### config.mk
export PLATFORM = sky130hd
export DESIGN_NAME = key_loader
export DESIGN_NICKNAME = d
export VERILOG_FILES = /design/src/rtl/key_loader.sv
export SDC_FILE = /design/constraint.sdc
export NUM_CORES = 1
export LEC_CHECK = 0
export BUFFER_PORTS_ARGS = -buffer_cell sky130_fd_sc_hd__buf_2
export CAP_MARGIN = 5
export CORE_ASPECT_RATIO = 2
export CORE_UTILIZATION = 45
export DETAILED_ROUTE_END_ITERATION = 6
export HOLD_SLACK_MARGIN = 0.15
export PLACE_DENSITY = 0.65
export SYNTH_ARGS = -nofsm -noshare
export SYNTH_HDL_FRONTEND = slang
export SYNTH_SLANG_ARGS = --single-unit
### constraint.sdc
create_clock -name clk -period 4.78 [get_ports clk]
set_clock_uncertainty 0.2 [all_clocks]
set_input_delay 0 -clock clk [delete_from_list [all_inputs] [get_ports clk]]
set_output_delay 0 -clock clk [all_outputs]
set_load 0.05 [all_outputs]
### src/rtl/key_loader.sv
// Serial key loader: receives a parity-protected key frame LSB-first over a
// valid/ready link and commits it atomically to the parallel key register.
module key_loader #(
   parameter int KEY_W   = 32,
   parameter int TIMEOUT = 255
) (
   input  logic             clk,
   input  logic             rst,
   input  logic             key_start,
   input  logic             key_sdata,
   input  logic             key_svalid,
   output logic             key_sready,
   input  logic             key_clear,
   output logic [KEY_W-1:0] key_out,
   output logic             key_valid,
   output logic             key_done,
   output logic             key_err
);

   // state  | meaning
   // IDLE   | no frame in progress, link not ready
   // SHIFT  | collecting KEY_W data bits, LSB first
   // PARITY | waiting for the odd-parity bit, then commit or reject

   localparam int CNT_W = $clog2(KEY_W + 1);
   localparam int TMO_W = (TIMEOUT > 0) ? $clog2(TIMEOUT + 1) : 1;
   localparam logic [CNT_W-1:0] CNT_LAST = CNT_W'(KEY_W - 1);
   localparam logic [TMO_W-1:0] TMO_LAST = (TIMEOUT > 0) ? TMO_W'(TIMEOUT - 1) : '0;
   localparam logic [TMO_W-1:0] TMO_MAX  = (TIMEOUT > 0) ? TMO_W'(TIMEOUT) : '0;

   typedef enum logic [1:0] {
      IDLE   = 2'd0,
      SHIFT  = 2'd1,
      PARITY = 2'd2
   } state_t;

   state_t             state;
   logic [CNT_W-1:0]   bit_cnt;
   logic [KEY_W-1:0]   shift_reg;
   logic [TMO_W-1:0]   tmo_cnt;

   logic accept;
   logic tmo_hit;

   assign accept  = key_svalid & key_sready;
   // The idle cycle that would bring the counter to TIMEOUT ends the frame.
   assign tmo_hit = (TIMEOUT > 0) && !accept && (tmo_cnt >= TMO_LAST);

   always_ff @(posedge clk or posedge rst) begin
      if (rst) begin
         state      <= IDLE;
         key_sready <= 1'b0;
         key_out    <= '0;
         key_valid  <= 1'b0;
         key_done   <= 1'b0;
         key_err    <= 1'b0;
         bit_cnt    <= '0;
         shift_reg  <= '0;
         tmo_cnt    <= '0;
      end else begin
         key_done <= 1'b0;
         key_err  <= 1'b0;
         if (key_clear) begin
            state      <= IDLE;
            key_sready <= 1'b0;
            key_out    <= '0;
            key_valid  <= 1'b0;
            bit_cnt    <= '0;
            shift_reg  <= '0;
            tmo_cnt    <= '0;
         end else if (key_start) begin
            state      <= SHIFT;
            key_sready <= 1'b1;
            bit_cnt    <= '0;
            shift_reg  <= '0;
            tmo_cnt    <= '0;
         end else begin
            case (state)
               SHIFT, PARITY: begin
                  if (tmo_hit) begin
                     state      <= IDLE;
                     key_sready <= 1'b0;
                     key_err    <= 1'b1;
                     tmo_cnt    <= TMO_MAX;
                  end else if (accept) begin
                     tmo_cnt <= '0;
                     if (state == SHIFT) begin
                        shift_reg <= {key_sdata, shift_reg[KEY_W-1:1]};
                        bit_cnt   <= bit_cnt + CNT_W'(1);
                        if (bit_cnt == CNT_LAST)
                           state <= PARITY;
                     end else begin
                        state      <= IDLE;
                        key_sready <= 1'b0;
                        if ((^shift_reg) ^ key_sdata) begin
                           key_out   <= shift_reg;
                           key_valid <= 1'b1;
                           key_done  <= 1'b1;
                        end else begin
                           key_err <= 1'b1;
                        end
                     end
                  end else if ((TIMEOUT > 0) && (tmo_cnt < TMO_MAX)) begin
                     tmo_cnt <= tmo_cnt + TMO_W'(1);
                  end
               end
               default: begin
                  state      <= IDLE;
                  key_sready <= 1'b0;
               end
            endcase
         end
      end
   end

endmodule
==> flow_summary.toml <==
[synthesis]
synth_top_area_cell = "dfrtp_1"
yosysTopAreaCellShare_pct = 51.4
synth_edf_count = 0
netlist_instances = 427
synthesis.area_sq_um = 4090
syn_avg_cell_area_sq_um = 9.58
async_flop_share_pct = 100
ys.flop_type = "dfrtp_1"
yosysWarningCount = 0
synth_nets = 438
synthTopCellsByArea = "dfrtp_1 (51%), nand2_1 (13%), mux2i_1 (8.3%)"
yosysSeqAreaShare_pct = 51.4
synth_seq_cells = 84
synth_cell_types = 39

[setup_path]
crit-reg2reg-launch = "shift_reg[18]"
rr_endpoint = "key_out[14]"
r2r_slack_ps = 2110
cp-start-kind = "input port"
end_kind = "register"
crit_start = "key_clear"
cp-endpoint = "state[1]"
r2r_cells = 7
crit_arrival_ps = 2710
crit_type = "in -> reg"
cp_max_fo = 68
critical_path_required_ps = 4790

[die]
die_h_microns = 137
core_area_sq_um = 8710
die_w_microns = 69.4
dieArea_sq_um = 9490
ios = 42
start_util_pct = 47.0
rows = 48

[sta]
slew_headroom_pct = 25.4
post-route-min-period_ps = 2690
slew_viol_final = 0
worst_slew_pin_slew_ps = 1120
setup_viol = 0
fmax_ghz = 0.371
hold_viol = 0
hold_slack_ps = 267
rsz0062_at_grt = "no"
finalSetupTns_ps = 0
min_period_over_period_pct = 56.3

[cts]
cts.htree.levels = 3
cts_buffers = 9
cts_tree = "built"
clock_sinks = 84
clockBufferDepth = 2
cts_hold_buf = 6
clk_latency_ps = 330
cts_root_buf = "clkbuf_16"
cts_resized = 0
cts_setup_buffers = 0
clk_pin_slew_ps = 60

[detailed_routing]
highest_layer = "met4"
drc = 0
dr_wl_met2_mm = 4.29
drtAntennaViolNets = 0
drt_iter0_markers = 210
drt_first_pass_iters = 6
post_drt_wl_per_cell_microns = 14.5
wl_met3_microns = 228
wl_met1_mm = 3.52
wirelength_mm = 8.25
vias_per_cell = 5.24
vias = 2994

[place]
dp_hpwl_mm = 5.19
globalplace.congestion = 0.735
port_buffers = 41
dpl.cell_count = 549

[finish]
nets = 477
finalNonFillerCells = 571
final_core_util_pct = 53.8
area_delta_synth_final_pct = 14.7
num_antenna_cells = 0
final_cell_mix = "nand2_1 (140), dfrtp_1 (84), a21oi_1 (44), buf_2 (41), mux2i_1 (34)"
drive_gt1_share_pct = 14.0
mostFrequentLayoutCell = "nand2_1"

[grt]
grt_start_max_net_pins = 85
first_global_vias = 3079
grt_antenna_before_repair = 0
grt_use_total_pct = 19.0
overflow = 0
grt_pass1_wl_mm = 14.3

[power]
power-per-cell-area_nw_per_um2 = 316
power.total_w = 0.00148
total_leakage_power_nw = 2.03
ir_drop_mv = 0.199

[status]
outcome = "completed"

[run]
maxCapViolations = 0

[worst_hold_path]
worstHoldPathType = "in -> reg"
[per-layer routing]
layer	track usage, %	vias to the layer above
met4	9.86	0
met5	0	-
met2	33.4	47
met3	4.05	15
met1	21.5	1452
li1	-	1480
[cells by family (layout without fill, tap and decap cells)]
group | Yosys count | in the layout | share of synthesized area [%]
xor+xnor | 34 | 34 | 8.17
compound gates | 59 | 59 | 8.08
buf+inv | 33 | 77 | 4.10
mux | 36 | 36 | 9.15
fa+ha+maj | 5 | 5 | 1.53
flops | 84 | 84 | 51.4
simple gates | 176 | 176 | 17.6
[area by class of cell]
class / instances / area (sq um)
Multi-Input combinational cell: 310 / 1820
Timing Repair Buffer: 52 / 303
Clock inverter: 4 / 47.5
Sequential cell: 84 / 2100
Inverter: 9 / 35.0
Clock buffer: 12 / 256
Tap cell: 100 / 125
Fill cell: 778 / 4020
[worst min-delay path by stage]
stage / from / to / slack [ps] / cells after the start
after global placement: key_clear / key_sready / 20 / 2
after detailed placement: key_clear / key_sready / 30 / 2
after floorplan: key_clear / key_sready / -90 / 1
after CTS: key_sdata / shift_reg[31] / 260 / 4
final: key_sdata / shift_reg[31] / 270 / 4
after global routing: key_sdata / shift_reg[31] / 290 / 4
[worst max-delay path, cell delays in order]
cell,delay [ps]
dlygate4sd3_1,530
buf_2,130
inv_2,30
buf_4,520
nand2_1,100
buf_4,320
a2111oi_0,680
mux2_1,400
[metrics by stage]
stage          setup slack, ps  area (sq um)
5_1_grt                   1890          4690
3_5_place_dp              2110          4320
3_3_place_gp              2160          4320
4_1_cts                   2050          4690
6_report                  2090          4690
2_1_floorplan             2410          4090
[synthesized netlist by cell type, types with 3 or more instances]
cell        n
a211oi_1    3
a21oi_1    44
buf_1       5
clkbuf_1   16
dfrtp_1    84
ha_1        5
inv_1       8
mux2i_1    34
nand2_1   140
nand2b_1    3
nand3_1     4
nand4_1     4
nor2_1     12
nor3_1      3
o21ai_0     3
xnor2_1    25
xor2_1      6
[report_power, final]
| group | total (W) | internal (W) | switching (W) |
|---|---|---|---|
| combinational | 0.0000666 | 0.0000169 | 0.0000496 |
| sequential | 0.000715 | 0.000713 | 0.00000214 |
| clock | 0.000701 | 0.000431 | 0.000270 |
| total | 0.00148 | 0.00116 | 0.000322 |
Power figures use the tool's default switching activity.
